$ cat config.mk
export PLATFORM = sky130hd
export DESIGN_NAME = alarm_controller
export DESIGN_NICKNAME = d
export VERILOG_FILES = /design/src/rtl/alarm_controller.sv
export SDC_FILE = /design/constraint.sdc
export NUM_CORES = 1
export LEC_CHECK = 0
export BUFFER_PORTS_ARGS = -buffer_cell sky130_fd_sc_hd__buf_2
export CORE_ASPECT_RATIO = 0.9
export CORE_MARGIN = 4
export CORE_UTILIZATION = 35
export CTS_CLUSTER_SIZE = 14
export DETAILED_ROUTE_END_ITERATION = 12
export PLACE_DENSITY = 0.55
export SLEW_MARGIN = 15
export SYNTH_ARGS = -nofsm -noshare
export SYNTH_HDL_FRONTEND = slang
export SYNTH_SLANG_ARGS = --single-unit
$ cat constraint.sdc
create_clock -name clk -period 2.3 [get_ports clk]
set_clock_uncertainty 0.05 [all_clocks]
set_input_delay 0.115 -clock clk [delete_from_list [all_inputs] [get_ports clk]]
set_output_delay 0.115 -clock clk [all_outputs]
set_load 0.005 [all_outputs]
$ cat src/rtl/alarm_controller.sv
// Alarm sequencing FSM driving the buzzer enable (ring / snooze / silence / disarm).
// Optional macro ALARM_SNOOZE_LIMIT_EN caps honoured snoozes per alarm event at MAX_SNOOZES.
module alarm_controller #(
  parameter int RING_TIMEOUT_S = 60,
  parameter int SNOOZE_SEC     = 300
`ifdef ALARM_SNOOZE_LIMIT_EN
  ,
  parameter int MAX_SNOOZES    = 3
`endif
) (
  input  logic       clk,
  input  logic       rst,
  input  logic       tick_1hz,
  input  logic [4:0] cur_hr,
  input  logic [5:0] cur_min,
  input  logic [5:0] cur_sec,
  input  logic [4:0] al_hr,
  input  logic [5:0] al_min,
  input  logic       armed,
  input  logic       snooze,
  input  logic       dismiss,
  output logic       buzzer_en,
  output logic       snoozing,
  output logic [1:0] state
);

  localparam logic [1:0] S_IDLE     = 2'd0;
  localparam logic [1:0] S_RINGING  = 2'd1;
  localparam logic [1:0] S_SNOOZED  = 2'd2;
  localparam logic [1:0] S_SILENCED = 2'd3;

  localparam int RW = $clog2(RING_TIMEOUT_S) + 1;
  localparam int SW = $clog2(SNOOZE_SEC) + 1;

  localparam logic [RW-1:0] RING_LAST   = RW'(RING_TIMEOUT_S - 1);
  localparam logic [RW-1:0] RING_MAX    = '1;
  localparam logic [SW-1:0] SNOOZE_LOAD = SW'(SNOOZE_SEC);

  logic [1:0]    state_q, state_d;
  logic [RW-1:0] ringCnt_q, ringCnt_d;
  logic [SW-1:0] snoozeCnt_q, snoozeCnt_d;
  logic          buzzerEn_q, buzzerEn_d;
  logic          snoozing_q, snoozing_d;
  logic          hmEq, match, snoozeLimitHit;

`ifdef ALARM_SNOOZE_LIMIT_EN
  localparam int NW = $clog2(MAX_SNOOZES) + 1;
  logic [NW-1:0] snoozeNum_q, snoozeNum_d;
  assign snoozeLimitHit = (snoozeNum_q == NW'(MAX_SNOOZES));
`else
  assign snoozeLimitHit = 1'b0;
`endif

  assign hmEq  = (cur_hr == al_hr) && (cur_min == al_min);
  assign match = armed && hmEq && (cur_sec == 6'd0);

  // Events are resolved as: disarm > dismiss > snooze > tick-driven timeout/expiry.
  always_comb begin
    state_d     = state_q;
    ringCnt_d   = ringCnt_q;
    snoozeCnt_d = snoozeCnt_q;
`ifdef ALARM_SNOOZE_LIMIT_EN
    snoozeNum_d = snoozeNum_q;
`endif
    if (!armed) begin
      state_d     = S_IDLE;
      ringCnt_d   = '0;
      snoozeCnt_d = '0;
`ifdef ALARM_SNOOZE_LIMIT_EN
      snoozeNum_d = '0;
`endif
    end else begin
      case (state_q)
        S_IDLE: begin
          if (match) begin
            state_d   = S_RINGING;
            ringCnt_d = '0;
          end
        end
        S_RINGING: begin
          if (dismiss) begin
            state_d = S_SILENCED;
          end else if (snooze) begin
            if (snoozeLimitHit) begin
              state_d = S_SILENCED;
            end else begin
              state_d     = S_SNOOZED;
              snoozeCnt_d = SNOOZE_LOAD;
              ringCnt_d   = '0;
`ifdef ALARM_SNOOZE_LIMIT_EN
              snoozeNum_d = snoozeNum_q + NW'(1);
`endif
            end
          end else if (tick_1hz) begin
            if (ringCnt_q != RING_MAX) ringCnt_d = ringCnt_q + RW'(1);
            if (ringCnt_q == RING_LAST) state_d = S_SILENCED;
          end
        end
        S_SNOOZED: begin
          if (dismiss) begin
            state_d = S_SILENCED;
          end else if (tick_1hz) begin
            if (snoozeCnt_q != '0) snoozeCnt_d = snoozeCnt_q - SW'(1);
            if (snoozeCnt_q == SW'(1)) begin
              state_d   = S_RINGING;
              ringCnt_d = '0;
            end
          end
        end
        default: begin
          // Stay silent for the rest of the alarm minute so the same HH:MM cannot retrigger.
          if (!hmEq) begin
            state_d     = S_IDLE;
            ringCnt_d   = '0;
            snoozeCnt_d = '0;
`ifdef ALARM_SNOOZE_LIMIT_EN
            snoozeNum_d = '0;
`endif
          end
        end
      endcase
    end
    buzzerEn_d = (state_d == S_RINGING);
    snoozing_d = (state_d == S_SNOOZED);
  end

  always_ff @(posedge clk) begin
    if (rst) begin
      state_q     <= S_IDLE;
      ringCnt_q   <= '0;
      snoozeCnt_q <= '0;
      buzzerEn_q  <= 1'b0;
      snoozing_q  <= 1'b0;
    end else begin
      state_q     <= state_d;
      ringCnt_q   <= ringCnt_d;
      snoozeCnt_q <= snoozeCnt_d;
      buzzerEn_q  <= buzzerEn_d;
      snoozing_q  <= snoozing_d;
    end
  end

`ifdef ALARM_SNOOZE_LIMIT_EN
  always_ff @(posedge clk) begin
    if (rst) snoozeNum_q <= '0;
    else     snoozeNum_q <= snoozeNum_d;
  end
`endif

  assign buzzer_en = buzzerEn_q;
  assign snoozing  = snoozing_q;
  assign state     = state_q;

endmodule

==> reports/qor.csv, run 1 <==
stage;metric;value;unit
run_status;status;completed;
floorplan;fp-row-count;22;
synthesis;yosysWarnings;0;
floorplan;start_util;37.1;%
clock_tree;ctsLongestPathBuffers;2;
synthesis;syn_inst;182;
sta;tns;0;ps
critical_path;cp-end-kind;flop;
routing;drt_iter0_drc;76;
sta;finalSetupViolations;0;
cells_and_area;nets;278;
cells_and_area;final_cell_mix;buf_2 (37), dfxtp_1 (19), buf_4 (17);
placement;dpl_worst_slack;51.0;ps
sta;worst_pin_slew;494;ps
cells_and_area;area_growth;28.8;%
routing;num_vias;1521;
clock_tree;cts_buffers;3;
clock_tree;cts.sinks;21;
critical_path;cpPeakStageDelay;670;ps
floorplan;die_w;77.9;um
routing;vias_per_cell;5.16;
power;ir_drop;0.367;mV
grt;track_usage;14.2;%
cells_and_area;mostFrequentLayoutCell;buf_2;
floorplan;die_y;70.9;um
sta;rsz0062_at_grt;no;
floorplan;core;4160;um2
clock_tree;cts_setup_buffers;0;
sta;period_minus_slack;2180;ps
power;cellPowerDensity;351;nW/um2
sta;relSlewSlack;67.0;%
synthesis;syn-num-nets;224;
critical_path;crit_type;reg2reg;
sta;finalCritPeriodShare;94.8;%
grt;overflow;0;
synthesis;synth_seq_area_share;27.3;%
placement;gp_congestion;0.790;
routing;drtAntennaViolNets;0;
sta;max_freq;459;MHz
routing;drt-total-wl;3930;um
clock_tree;path_clk_slew;80;ps
clock_tree;root_buffer;clkbuf_8;
routing;drc;0;
synthesis;yosys_register_bits;21;
critical_path;cp.arrival;2290;ps
critical_path;cp_slowest_cell;or4_1;
cells_and_area;antenna_cells;0;
power;design_power_total;0.000696;W
worst_hold_path;hold_class;in2reg;
synthesis;yosys.cell_types.count;51;
synthesis;syn_area;1540;um2
synthesis;yosys-top-cells-area;dfxtp_1 (27%), xnor2_1 (8.0%), ha_1 (6.5%);
power;leakagePower;0.804;nW
critical_path;r2r_slack;120;ps
routing;routedWlPerCell;13.3;um
routing;firstDrtPassIters;4;
synthesis;synth_top_area_share;27.3;%
grt;grt_pass1_wl;6580;um
critical_path;worstPathCellList;or4_1 -> o41ai_4 -> o211a_4 -> o21ai_0 -> a32o_2;
grt;grt_max_degree;14;
critical_path;start_kind;flop;
cells_and_area;fillerInstances;409;
synthesis;synth_area_leader_cell;dfxtp_1;
sta;finalWorstSetupSlack;120;ps
floorplan;die_area;5530;um2
placement;numPortBuffers;37;
critical_path;cp_max_fo;8;
floorplan;ios;38;
placement;dpl.hpwl;3060;um
critical_path;worstPathRequired;2410;ps
grt;grt_pass1_vias;1415;
cells_and_area;layout-drive-gt1-share;35.3;%
sta;final_max_slew_viol_count;0;
synthesis;syn_avg_cell_area;8.46;um2
flow_run;drv_cap;0;
sta;hold_viol_final;0;
grt;grt_antenna_before_repair;0;
clock_tree;worstSkewPairLatency;260;ps
clock_tree;cts_tree;done;
clock_tree;cts_max_level;1;
## worst paths after layout
path         depth (start not counted)                     endpoint                         from
max                                  5    ringCnt_q[2]$_SDFFE_PP0P_  snoozeCnt_q[3]$_SDFFE_PP0P_
min reg2reg                          2  snoozeCnt_q[5]$_SDFFE_PP0P_  snoozeCnt_q[5]$_SDFFE_PP0P_
max reg2reg                          5    ringCnt_q[2]$_SDFFE_PP0P_  snoozeCnt_q[3]$_SDFFE_PP0P_
min                                  3          snoozing$_SDFF_PP0_                        armed
## per-layer routing
metal	global-route usage, %	share of wire [%]	vias up
met5	0	0	-
met4	3.69	1.4	0
met3	4.33	9.3	6
met2	21.2	42	62
met1	20.0	48	662
li1	-	-	791
## critical path, delay by kind of cell (launching register included)
kind / cells / cell delay, ps
AOI/OAI and AO/OA: 4 / 1020
and+or+nand+nor: 1 / 670
DFF: 1 / 340
## final cells by class
class	instances	area [um2]	area share, %
repair buffers	55	323	16.3
clock buffers	3	41.3	2.08
flip-flops and latches	21	425	21.5
inverters	13	48.8	2.46
clock inverters	1	7.51	0.379
multi-input cells	142	1060	53.6
well taps	60	75.1	3.79
## kinds of logic (layout without fill, tap and decap cells)
group,Yosys count,in the layout,synth area share [%]
buf+inv,19,72,5.20
fa+ha+maj,8,8,6.50
flops,21,21,27.3
xor+xnor,15,15,8.53
compound gates,54,54,28.1
simple gates,65,65,24.4
## per-stage QoR
step                hold slack, ps  util [%]  instance area, um2  std cells
detailed placement             258      45.7                1900        290
CTS                           62.2      47.1                1960        295
global route                  92.1      47.7                1980        295
global placement               257      45.7                1900        290
finish                        66.8      47.7                1980        295
floorplan                      142         -                1540        182
## state kept, by name, indices dropped and copies added (netlist names)
| register | count |
|---|---|
| state | 2 |
| snoozing | 1 |
| ringCnt_q | 7 |
| snoozeCnt_q | 10 |
| buzzer_en | 1 |
## where the power goes
group / internal [W] / switching (W) / leakage, nW
sequential: 0.000362 / 0.000000000551 / 0.170
clock: 0.000122 / 0.000131 / 0.0217
combinational: 0.0000419 / 0.0000390 / 0.612
## synthesized netlist by cell type, drive strengths merged
| cell | n |
|---|---|
| nand3 | 3 |
| a2111oi | 2 |
| buf | 2 |
| xnor2 | 14 |
| ha | 8 |
| a21oi | 9 |
| nor3 | 5 |
| o41ai | 3 |
| nor2 | 13 |
| nand4 | 6 |
| a221o | 1 |
| and2 | 3 |
| or4 | 2 |
| dfxtp | 21 |
| and3 | 2 |
| nor4b | 3 |
| a211oi | 4 |
| nand4b | 1 |
| o21ai | 14 |
| o221ai | 1 |
| o211a | 1 |
| a31o | 1 |
| o21a | 1 |
| inv | 13 |
| or3 | 1 |
| nand3b | 1 |
| a21o | 2 |
| nand2b | 4 |
| nand2 | 9 |
| a32o | 6 |
| nor3b | 5 |
| clkbuf | 4 |
| nor2b | 1 |
| nor4 | 3 |
| and4 | 1 |
| a31oi | 6 |
| xor2 | 1 |
| or2 | 2 |
| o31a | 1 |
| o41a | 1 |
| a41oi | 1 |
## what timing repair did
action / in CTS / in global routing
setup endpoints to repair: 0 / 10
resized for setup: 0 / 6
hold endpoints to repair: 1 / 0
hold buffers: 1 / 0
Note: power is estimated with default switching activity, not from simulation.
==> inputs of run 2 (changes only) <==
--- a/config.mk
+++ b/config.mk
@@ -8,10 +8,10 @@
 export BUFFER_PORTS_ARGS = -buffer_cell sky130_fd_sc_hd__buf_2
 export CORE_ASPECT_RATIO = 0.9
 export CORE_MARGIN = 4
-export CORE_UTILIZATION = 35
+export CORE_UTILIZATION = 45
 export CTS_CLUSTER_SIZE = 14
 export DETAILED_ROUTE_END_ITERATION = 12
-export PLACE_DENSITY = 0.55
+export PLACE_DENSITY = 0.66
 export SLEW_MARGIN = 15
 export SYNTH_ARGS = -nofsm -noshare
 export SYNTH_HDL_FRONTEND = slang
==> constraint.sdc (replaced) <==
create_clock -name clk -period 2.15 [get_ports clk]
set_clock_uncertainty 0.05 [all_clocks]
set_input_delay 0.1075 -clock clk [delete_from_list [all_inputs] [get_ports clk]]
set_output_delay 0.1075 -clock clk [all_outputs]
set_load 0.005 [all_outputs]
==> reports/qor.csv, run 2 (synthesis gave the netlist of run 1 again) <==
stage;metric;value;unit
cells_and_area;regMostFlops;snoozeCnt_q;
placement;placed_area;1850;um2
grt;overflow;0;
sta;max_freq;473;MHz
routing;drt-total-wl;4190;um
clock_tree;cts.sinks;21;
run_status;status;completed;
critical_path;crit_type;reg2reg;
routing;firstDrtPassIters;4;
floorplan;die_y;63.5;um
grt;grt_pass1_vias;1592;
floorplan;fp-row-count;19;
worst_hold_path;min_to;snoozing$_SDFF_PP0_;
floorplan;start_util;48.7;%
cells_and_area;nets;276;
floorplan;die_w;69.7;um
cells_and_area;layout-drive-gt1-share;37.8;%
worst_hold_path;hold_class;in2reg;
placement;dpl_worst_slack;-7.37;ps
grt;grt_max_degree;13;
sta;final_max_slew_viol_count;0;
routing;num_vias;1588;
sta;worst_pin_slew;522;ps
critical_path;cp_max_fo;8;
critical_path;worstPathRequired;2260;ps
sta;period_minus_slack;2110;ps
flow_run;drv_cap;0;
critical_path;worstPathCellList;inv_4 -> ha_4 -> or2_4 -> o41a_1 -> o211a_4 -> and2_4 -> a32o_2;
critical_path;start_kind;flop;
cells_and_area;antenna_cells;0;
cells_and_area;multiInputGateArea;1130;um2
critical_path;cpPeakStageDelay;400;ps
cells_and_area;mostFrequentLayoutCell;buf_2;
cells_and_area;final_cell_mix;buf_2 (37), dfxtp_1 (19), buf_4 (15);
critical_path;r2r-start;state[1]$_SDFF_PP0_;
clock_tree;cts_tree;done;
critical_path;cp_slowest_cell;o41a_1;
routing;routedWlPerCell;15.2;um
grt;track_usage;19.0;%
placement;gp_congestion;0.850;
sta;hold_viol_final;0;
grt;grt_antenna_before_repair;0;
cells_and_area;stdcell_area;2020;um2
sta;relSlewSlack;65.2;%
critical_path;cp-end-kind;flop;
routing;drtAntennaViolNets;0;
critical_path;crit_family;compound AO/OA/AOI/OAI gates;
clock_tree;ctsLongestPathBuffers;2;
critical_path;critPathBufInv;1;
critical_path;cp.arrival;2220;ps
cells_and_area;fin_util;63.8;%
placement;numPortBuffers;37;
critical_path;timing.rr.end;ringCnt_q[0]$_SDFFE_PP0P_;
routing;vias_per_cell;5.77;
sta;finalSetupViolations;0;
clock_tree;cts_max_level;1;
cells_and_area;regArea;428;um2
cells_and_area;fillerInstances;277;
routing;drt_iter0_drc;58;
critical_path;r2r_cells;7;
clock_tree;worstSkewPairLatency;260;ps
sta;finalCritPeriodShare;98.4;%
power;design_power_total;0.000734;W
cells_and_area;largest_register_ffs;10;
power;ir_drop;0.214;mV
sta;rsz0062_at_grt;yes;
placement;dpl.hpwl;3210;um
clock_tree;path_clk_slew;80;ps
clock_tree;root_buffer;clkbuf_8;
power;leakagePower;0.808;nW
worst_hold_path;whs_path_depth;3;
routing;drc;0;
power;cellPowerDensity;364;nW/um2
floorplan;ios;38;
sta;finalWorstSetupSlack;35.2;ps
clock_tree;cts_buffers;3;
floorplan;die_area;4420;um2
critical_path;r2r_slack;40;ps
worst_hold_path;min-delay-start;armed;
cells_and_area;area_growth;30.9;%
sta;whs;61.0;ps
floorplan;core;3160;um2
grt;grt_pass1_wl;7040;um
## run 2: worst max path at each step
stage	startpoint	end	slack (ps)	cells after the start
2_1_floorplan	state[1]$_SDFF_PP0_	snoozeCnt_q[7]$_SDFFE_PP0P_	10	8
3_3_place_gp	snoozeCnt_q[3]$_SDFFE_PP0P_	ringCnt_q[5]$_SDFFE_PP0P_	60	5
3_5_place_dp	state[0]$_SDFF_PP0_	ringCnt_q[1]$_SDFFE_PP0P_	-7	7
4_1_cts	state[0]$_SDFF_PP0_	ringCnt_q[1]$_SDFFE_PP0P_	5	7
5_1_grt	state[1]$_SDFF_PP0_	ringCnt_q[1]$_SDFFE_PP0P_	-10	7
6_report	state[1]$_SDFF_PP0_	ringCnt_q[0]$_SDFFE_PP0P_	40	7
## run 2: power by group
group / internal [W] / leakage, nW / switching [W] / total (W)
Combinational: 0.0000437 / 0.612 / 0.0000426 / 0.0000862
Clock: 0.000129 / 0.0255 / 0.000132 / 0.000262
Sequential: 0.000386 / 0.171 / 0.000000000703 / 0.000386
Total: 0.000559 / 0.808 / 0.000175 / 0.000734
## run 2: metal layers
metal	track usage, %	share of wire [%]	vias to the layer above
li1	-	-	784
met1	24.6	47	739
met2	30.5	44	57
met3	4.29	7.7	8
met4	7.89	1.5	0
met5	0	0	-
## run 2: what timing repair did
action,CTS,global route
pin swaps,0,11
hold buffers,1,0
gates resized for setup,2,19
buffers inserted,1,1
hold endpoints to repair,1,0
setup endpoints to repair,6,18
## run 2: metrics by stage
step,instances,setup TNS (ps)
final,275,0
after global routing,275,-68.5
after global placement,268,0
after CTS,274,0
after floorplan,182,0
after detailed placement,268,-21.1
## run 2: final cells by class
type,count,share of cell area (%)
timing repair buffer,53,15.3
multi-input combinational,142,55.9
tap,42,2.61
clock buffer,3,2.05
clock inverter,1,0.248
sequential,21,21.2
inverter,13,2.67
## run 2: worst reg2reg max path, stage by stage (launching register included)
cell and delay, ps:
dfxtp_4 390, inv_4 50, ha_4 160, or2_4 250, o41a_1 400, o211a_4 300, and2_4 190, a32o_2 210
==> inputs of run 3 (changes only) <==
--- a/config.mk
+++ b/config.mk
@@ -8,10 +8,11 @@
 export BUFFER_PORTS_ARGS = -buffer_cell sky130_fd_sc_hd__buf_2
 export CORE_ASPECT_RATIO = 0.9
 export CORE_MARGIN = 4
-export CORE_UTILIZATION = 45
+export CORE_UTILIZATION = 30
+export CTS_BUF_LIST = sky130_fd_sc_hd__clkbuf_8 sky130_fd_sc_hd__clkbuf_16
 export CTS_CLUSTER_SIZE = 14
 export DETAILED_ROUTE_END_ITERATION = 12
-export PLACE_DENSITY = 0.66
+export PLACE_DENSITY = 0.49
 export SLEW_MARGIN = 15
 export SYNTH_ARGS = -nofsm -noshare
 export SYNTH_HDL_FRONTEND = slang
==> constraint.sdc (replaced) <==
create_clock -name clk -period 1.8 [get_ports clk]
set_clock_uncertainty 0.05 [all_clocks]
set_input_delay 0.09 -clock clk [delete_from_list [all_inputs] [get_ports clk]]
set_output_delay 0.09 -clock clk [all_outputs]
set_load 0.005 [all_outputs]
==> reports/qor.csv, run 3 (synthesis gave the netlist of run 1 again) <==
stage;metric;value;unit
routing;firstDrtPassIters;4;
run_status;status;finished, violations left;
sta;finalSetupViolations;21;
placement;dpl.hpwl;3530;um
cells_and_area;regMostFlops;snoozeCnt_q;
sta;finalCritPeriodShare;112;%
grt;grt_antenna_before_repair;0;
routing;drc;0;
critical_path;cp-end-kind;flop;
sta;hold_viol_final;0;
grt;grt_pass1_vias;1716;
clock_tree;ctsLongestPathBuffers;2;
cells_and_area;fillerInstances;456;
grt;grt_use_met2;24.7;%
worst_hold_path;hold_class;in2reg;
placement;numPortBuffers;37;
floorplan;core;4890;um2
cells_and_area;final_cell_mix;buf_4 (56), buf_2 (37), dfxtp_1 (15);
sta;finalWorstSetupSlack;-222;ps
grt;met3_usage;3.03;%
cells_and_area;final_cells;346;
critical_path;worstPathRequired;1910;ps
sta;tns;-2950;ps
grt;grt_max_degree;12;
sta;worst_pin_slew;631;ps
routing;drtAntennaViolNets;0;
floorplan;start_util;31.5;%
sta;final_max_slew_viol_count;0;
clock_tree;root_buffer;clkbuf_8;
power;ir_drop;0.197;mV
routing;drt_iter0_drc;76;
cells_and_area;nets;324;
clock_tree;cts_tree;done;
placement;dpl_worst_slack;-258;ps
placement;gp_congestion;0.820;
sta;whs;94.5;ps
clock_tree;cts_max_level;1;
sta;max_freq;494;MHz
routing;drt-total-wl;4730;um
clock_tree;path_clk_slew;90;ps
grt;grt_pass1_wl;7850;um
routing;num_vias;1733;
grt;gr-max-usage-layer;met2;
floorplan;fp-row-count;24;
critical_path;crit_type;reg2reg;
sta;rsz0062_at_grt;yes;
routing;vias_per_cell;5.01;
floorplan;die_area;6350;um2
flow_run;drv_cap;0;
floorplan;ios;38;
grt;overflow;0;
cells_and_area;largest_register_ffs;10;
critical_path;start_kind;flop;
clock_tree;cts.sinks;21;
critical_path;cp.arrival;2140;ps
placement;dpl.cell_count;334;
floorplan;die_y;76.0;um
cells_and_area;fin_util;52.4;%
cells_and_area;mostFrequentLayoutCell;buf_4;
cells_and_area;layout-drive-gt1-share;55.5;%
sta;period_minus_slack;2020;ps
grt;grt_util_met1;19.3;%
routing;routedWlPerCell;13.7;um
clock_tree;worstSkewPairLatency;270;ps
power;leakagePower;1.09;nW
clock_tree;cts_buffers;3;
cells_and_area;area_growth;66.4;%
sta;relSlewSlack;57.9;%
floorplan;die_w;83.5;um
cells_and_area;antenna_cells;0;
run_status;violations;setup timing;
grt;track_usage;14.7;%
critical_path;cp_max_fo;7;
power;cellPowerDensity;352;nW/um2
[run 3: path summary, 6_finish.rpt]
| check | from | slack, ps | end | cells past startpoint |
|---|---|---|---|---|
| min | armed | 90 | snoozing$_SDFF_PP0_ | 3 |
| min reg2reg | ringCnt_q[5]$_SDFFE_PP0P_ | 510 | ringCnt_q[5]$_SDFFE_PP0P_ | 1 |
| max reg2reg | state[0]$_SDFF_PP0_ | -220 | ringCnt_q[1]$_SDFFE_PP0P_ | 7 |
| max | state[0]$_SDFF_PP0_ | -220 | ringCnt_q[1]$_SDFFE_PP0P_ | 7 |
[run 3: layout make-up]
cell class	instances	area [um2]	share of cell area, %
flip-flops and latches	21	433	16.9
inverters	13	51.3	2.00
well taps	65	81.3	3.17
repair buffers	101	694	27.1
multi-input cells	142	1260	49.1
clock inverters	1	3.75	0.146
clock buffers	3	41.3	1.61
[run 3: metal layers]
layer  wire (um)  vias up  share of wire, %
met5           0        -                 0
met1        2300      796                49
met3         268        4               5.7
met4          30        0              0.63
li1            -      886                 -
met2        2130       47                45
[run 3: metrics by stage]
stage	total power [W]	cell area, um2
floorplan	0.000516	1640
global placement	0.000582	2270
detailed placement	0.000582	2270
CTS	0.000905	2500
global route	0.000937	2560
finish	0.000901	2560
[run 3: power by group]
group	total, W	switching [W]	leakage [nW]	internal (W)
Combinational	0.000116	0.0000558	0.892	0.0000606
Sequential	0.000461	0.000000000642	0.173	0.000461
Clock	0.000324	0.000171	0.0269	0.000152
[run 3: repair_timing]
item / in CTS / in global routing
hold buffers: 1 / 0
gates resized for setup: 35 / 13
gates cloned: 0 / 0
setup endpoints to repair: 21 / 21
setup buffers: 6 / 1
endpoints found under the hold margin: 1 / 0
pin swaps: 13 / 12
[run 3: worst max-delay path, cell delays in order, from the launching register on]
cell and delay (ps):
dfxtp_4 390, inv_4 50, ha_4 160, or2_4 250, o41a_1 340, o211a_4 270, and2_4 170, a32o_2 230
